===== src/rtl/alu_op_sequencer.sv =====
// alu_op_sequencer: initiator side of a small combinational ALU interface.
//
// Accepts one command at a time over a valid/ready port and registers the operands and
// opcode onto the ALU inputs. It holds them for a settle window and then samples the ALU
// result. The response carries the sampled result, a golden-model expected value and a
// mismatch flag. Saturating counters track completed legal ops and mismatching ops.
//
// Ports
//   clk, rst                   rising-edge clock, synchronous active-high reset
//   cmd_valid/ready/a/b/opcode command input (opcode: 000 add, 001 sub, 010 and, 011 or,
//                              100 xor, 111 clear; 101/110 illegal)
//   alu_a/b/opcode             registered drive into the ALU
//   alu_result                 ALU output
//   rsp_valid/ready            response handshake
//   rsp_result/expected        sampled and golden results
//   rsp_mismatch/illegal       response status
//   op_count/err_count         saturating op and error counters
module alu_op_sequencer #(
  parameter int unsigned DATA_W        = 4,
  parameter int unsigned SETTLE_CYCLES = 1,
  parameter int unsigned CNT_W         = 8
) (
  input  logic              clk,
  input  logic              rst,
  input  logic              cmd_valid,
  output logic              cmd_ready,
  input  logic [DATA_W-1:0] cmd_a,
  input  logic [DATA_W-1:0] cmd_b,
  input  logic [2:0]        cmd_opcode,
  output logic [DATA_W-1:0] alu_a,
  output logic [DATA_W-1:0] alu_b,
  output logic [2:0]        alu_opcode,
  input  logic [DATA_W-1:0] alu_result,
  output logic              rsp_valid,
  input  logic              rsp_ready,
  output logic [DATA_W-1:0] rsp_result,
  output logic [DATA_W-1:0] rsp_expected,
  output logic              rsp_mismatch,
  output logic              rsp_illegal,
  output logic [CNT_W-1:0]  op_count,
  output logic [CNT_W-1:0]  err_count
);

  // A settle window of zero behaves as one cycle.
  localparam int unsigned SettleEff = (SETTLE_CYCLES == 0) ? 1 : SETTLE_CYCLES;
  localparam int unsigned SetW      = $clog2(SettleEff + 1);

  typedef enum logic [1:0] {StIdle, StDrive, StResp} state_e;

  state_e              state_q, state_d;
  logic [SetW-1:0]     cnt_q, cnt_d;
  logic [DATA_W-1:0]   alu_a_q, alu_a_d, alu_b_q, alu_b_d;
  logic [2:0]          alu_op_q, alu_op_d;
  logic [DATA_W-1:0]   res_q, res_d, exp_q, exp_d;
  logic                mism_q, mism_d, ill_q, ill_d;
  logic [CNT_W-1:0]    opc_q, opc_d, errc_q, errc_d;
  logic [DATA_W-1:0]   golden;
  logic                cmd_illegal;

  assign cmd_illegal = (cmd_opcode == 3'b101) || (cmd_opcode == 3'b110);

  always_comb begin
    golden = '0;
    case (cmd_opcode)
      3'b000:  golden = cmd_a + cmd_b;
      3'b001:  golden = cmd_a - cmd_b;
      3'b010:  golden = cmd_a & cmd_b;
      3'b011:  golden = cmd_a | cmd_b;
      3'b100:  golden = cmd_a ^ cmd_b;
      default: golden = '0;
    endcase
  end

  always_ff @(posedge clk) begin
    if (rst) begin
      state_q  <= StIdle;
      cnt_q    <= '0;
      alu_a_q  <= '0;
      alu_b_q  <= '0;
      alu_op_q <= 3'b111;
      res_q    <= '0;
      exp_q    <= '0;
      mism_q   <= 1'b0;
      ill_q    <= 1'b0;
      opc_q    <= '0;
      errc_q   <= '0;
    end else begin
      state_q  <= state_d;
      cnt_q    <= cnt_d;
      alu_a_q  <= alu_a_d;
      alu_b_q  <= alu_b_d;
      alu_op_q <= alu_op_d;
      res_q    <= res_d;
      exp_q    <= exp_d;
      mism_q   <= mism_d;
      ill_q    <= ill_d;
      opc_q    <= opc_d;
      errc_q   <= errc_d;
    end
  end

  always_comb begin
    state_d  = state_q;
    cnt_d    = cnt_q;
    alu_a_d  = alu_a_q;
    alu_b_d  = alu_b_q;
    alu_op_d = alu_op_q;
    res_d    = res_q;
    exp_d    = exp_q;
    mism_d   = mism_q;
    ill_d    = ill_q;
    opc_d    = opc_q;
    errc_d   = errc_q;
    unique case (state_q)
      StIdle: begin
        if (cmd_valid) begin
          mism_d = 1'b0;
          if (cmd_illegal) begin
            // ALU ports keep their previous value for an illegal opcode.
            ill_d   = 1'b1;
            res_d   = '0;
            exp_d   = '0;
            state_d = StResp;
          end else begin
            ill_d    = 1'b0;
            alu_a_d  = cmd_a;
            alu_b_d  = cmd_b;
            alu_op_d = cmd_opcode;
            exp_d    = golden;
            // Counter counts the settle cycles down; the result is sampled on the edge
            // after it reaches zero, so rsp_valid rises SettleEff+1 edges after accept.
            cnt_d    = SetW'(SettleEff);
            state_d  = StDrive;
          end
        end
      end
      StDrive: begin
        if (cnt_q == '0) begin
          res_d   = alu_result;
          mism_d  = (alu_result != exp_q);
          state_d = StResp;
        end else begin
          cnt_d = cnt_q - SetW'(1);
        end
      end
      StResp: begin
        if (rsp_ready) begin
          state_d = StIdle;
          if (!ill_q && (opc_q != '1)) opc_d = opc_q + CNT_W'(1);
          if (mism_q && (errc_q != '1)) errc_d = errc_q + CNT_W'(1);
        end
      end
      default: state_d = StIdle;
    endcase
  end

  assign cmd_ready    = (state_q == StIdle);
  assign rsp_valid    = (state_q == StResp);
  assign alu_a        = alu_a_q;
  assign alu_b        = alu_b_q;
  assign alu_opcode   = alu_op_q;
  assign rsp_result   = res_q;
  assign rsp_expected = exp_q;
  assign rsp_mismatch = mism_q;
  assign rsp_illegal  = ill_q;
  assign op_count     = opc_q;
  assign err_count    = errc_q;

endmodule


===== config.mk =====
export PLATFORM = sky130hd
export DESIGN_NAME = alu_op_sequencer
export DESIGN_NICKNAME = d
export VERILOG_FILES = /design/src/rtl/alu_op_sequencer.sv
export SDC_FILE = /design/constraint.sdc
export NUM_CORES = 1
export LEC_CHECK = 0
export BUFFER_PORTS_ARGS = -buffer_cell sky130_fd_sc_hd__buf_2
export CORE_ASPECT_RATIO = 1.5
export CORE_MARGIN = 2
export CORE_UTILIZATION = 49
export CTS_BUF_LIST = sky130_fd_sc_hd__clkbuf_8
export DETAILED_ROUTE_END_ITERATION = 10
export MAX_ROUTING_LAYER = met4
export PLACE_DENSITY = 0.76
export SLEW_MARGIN = 20
export SYNTH_ARGS = -nofsm -noshare
export SYNTH_HDL_FRONTEND = slang
export SYNTH_SLANG_ARGS = --single-unit
export TNS_END_PERCENT = 20

===== constraint.sdc =====
create_clock -name clk -period 2.1 [get_ports clk]
set_clock_uncertainty 0.05 [all_clocks]
set_input_delay 0.105 -clock clk [delete_from_list [all_inputs] [get_ports clk]]
set_output_delay 0.105 -clock clk [all_outputs]
set_load 0.01 [all_outputs]

==> impl_metrics.csv <==
group,metric,value,unit
finish,layout.nets,348,
finish,final_cell_mix,"buf_2, dfxtp_1, nor2_1",
logic_synthesis,synth-seq-cells,40,
logic_synthesis,synth_area,0.00220,mm²
clock_network,cts_setup_buffers,0,
timing,drv_slew,0,
worst_setup_path,startpoint_type,"primary input",
logic_synthesis,syn_nets,283,
finish,fillers,397,
logic_synthesis,synth_ff_type,"dfxtp_1",
timing,min_period,1.81,ns
logic_synthesis,syn_inst,249,
clock_network,ctsResizeCount,0,
worst_setup_path,r2r-start,"state_q[0]",
timing,hold_viol_final,0,
floorplanning,rows,29,
detailed_routing,first_pass_iters,7,
floorplanning,ios,58,
run_status,violations,"design-rule violations",
logic_synthesis,synth_enable_flop_cells,0,
timing,fin_crit_sh,86.3,%
grt,grt_max_degree,29,
placed_design,io_buffer_count,57,
worst_setup_path,critical_path_arrival,1.96,ns
timing,slew_headroom,61.8,%
worst_setup_path,r2r_end,"op_count[7]",
clock_network,htree_num_levels,2,
finish,stdcell_count,360,
finish,drive_gt1_share,25.8,%
finish,final_common_cell,"buf_2",
grt,grt_pass1_wl,8630,µm
grt,grtUsageTotal,22.7,%
placed_design,placed_cell_area,0.00257,mm²
worst_setup_path,endpoint_kind,"flip-flop",
clock_network,worstSkewPairLatency,0.29,ns
clock_network,postCtsHoldBufs,0,
clock_network,cts_inserted_buffers,5,
detailed_routing,vias,2015,
worst_setup_path,crit_type,"primary input to flip-flop",
run_status,status,"finished with violations",
hold_path,hp-class,"primary input to flip-flop",
detailed_routing,wl_per_cell,14.4,µm
logic_synthesis,yosysSeqAreaShare,36.4,%
clock_network,clockBufferDepth,2,
flow_run,cap_violations,0,
worst_setup_path,critPathMaxFanout,2,
floorplanning,core_area,0.00428,mm²
placed_design,gp_congestion,0.894,
floorplanning,start_util,51.4,%
clock_network,cts_tree,"done",
pwr,leakagePower,1.24,nW
finish,fin_util,61.8,%
grt,first_global_vias,1904,
pwr,power.density,613,mW/mm²
timing,max_freq,0.552,GHz
timing,rsz0062_at_grt,"no",
floorplanning,die_h,86.1,µm
finish,area_growth,20.4,%
grt,grt_antenna_before_repair,0,
detailed_routing,ant_nets,0,
worst_setup_path,reg2reg_depth,5,
floorplanning,die_area,0.00505,mm²
placed_design,dp_cells,353,
clock_network,cts.clk_slew.worst_paths,0.08,ns
detailed_routing,routed_wl,5170,µm
timing,finalSetupViolations,0,
detailed_routing,drt-initial-drc-count,91,
clock_network,cts_root_buffer,"clkbuf_8",
grt,grt_overflow_total,0,
logic_synthesis,synth_area_per_cell,8.83,µm²
worst_setup_path,worstSetupStartpoint,"cmd_opcode[2]",
logic_synthesis,ys_types,51,
worst_setup_path,endpoint,"rsp_expected[2]",
logic_synthesis,synthesis.yosys.warnings,0,
finish,diodes,0,
detailed_routing,drc_errors,4,
timing,tightest_slew,0.558,ns
logic_synthesis,synthArstFlopShare,0,%
timing,fin_setup_tns,0,ns
timing,postLayoutSetupSlackWorst,0.288,ns
timing,worst_hold_slack,0.0159,ns
pwr,power,1.62,mW
floorplanning,die_w,58.7,µm
pwr,peakVddDrop,0.000330,V
clock_network,cts_sinks,40,
placed_design,dp_hpwl,3870,µm
detailed_routing,via_per_inst,5.60,
placed_design,post-place-ws,0.000631,ns
worst_setup_path,cp.required,2.25,ns
finish,fin_area,0.00265,mm²
worst_setup_path,reg2reg_slack,0.39,ns
==> cell usage after synthesis (all sizes together), types with 4 or more instances <==
cell	count	area [µm²]
nor2	30	113
clkbuf	5	18.8
nor3	4	31.3
buf	5	36.3
nand2	21	78.8
ha	14	175
xor2	12	105
xnor2	6	52.6
a21oi	18	101
o211ai	4	30.0
dfxtp	40	801
o21ai	8	40.0
inv	14	52.6
nand3	6	30.0
mux2i	11	110
==> worst max-delay path: stages <==
cell	delay (ns)
buf_2	0.10
nor3b_1	0.30
mux2_2	0.41
fa_1	0.40
xor2_1	0.17
o21ai_0	0.15
a22oi_1	0.11
o31ai_1	0.21
==> per-layer routing <==
layer / up-vias / GRT usage [%] / part of all wire [%]
met2: 50 / 39.1 / 53
li1: 1004 / - / -
met1: 949 / 24.3 / 40
met5: - / - / 0
met3: 12 / 4.22 / 3.9
met4: 0 / 11.2 / 2.9
==> how the worst min path moves through the flow <==
stage                             start       endpoint  slack, ns  cells past startpoint
after floorplan                     rst  alu_opcode[0]       0.19                      2
after global placement    alu_result[0]  rsp_result[0]       0.32                      3
after detailed placement  alu_result[0]  rsp_result[0]       0.32                      3
after CTS                 alu_result[0]  rsp_result[0]      0.009                      3
after global routing      alu_result[1]  rsp_result[1]       0.02                      3
final                     alu_result[0]  rsp_result[0]       0.02                      3
==> cells by family after synthesis <==
logic type,share of synthesized area (%)
simple gates,20.9
compound gates,16.3
flops,36.4
buf+inv,4.89
xor+xnor,7.17
fa+ha+maj,8.87
mux,5.52
==> sequential cells by signal, indices dropped and copies added, names as in the netlist <==
signal,cells
rsp_result,4
rsp_expected,4
state_q,2
rsp_illegal,1
err_count,8
rsp_mismatch,1
cnt_q,1
alu_a,4
alu_b,4
alu_opcode,3
op_count,8
==> cell type report <==
| type | instances | area, µm² | share of cell area (%) |
|---|---|---|---|
| Timing Repair Buffer | 68 | 368 | 13.9 |
| Multi-Input combinational cell | 185 | 1290 | 48.8 |
| Tap cell | 46 | 57.6 | 2.17 |
| Sequential cell | 40 | 801 | 30.2 |
| Clock inverter | 2 | 8.76 | 0.331 |
| Inverter | 14 | 52.6 | 1.98 |
| Clock buffer | 5 | 68.8 | 2.60 |
==> power by group <==
group | internal (mW) | switching, mW | leakage (nW)
Clock | 0.221 | 0.259 | 0.0452
Sequential | 0.791 | 0.0234 | 0.325
Combinational | 0.144 | 0.186 | 0.874
(Power assumes the default switching activity.)
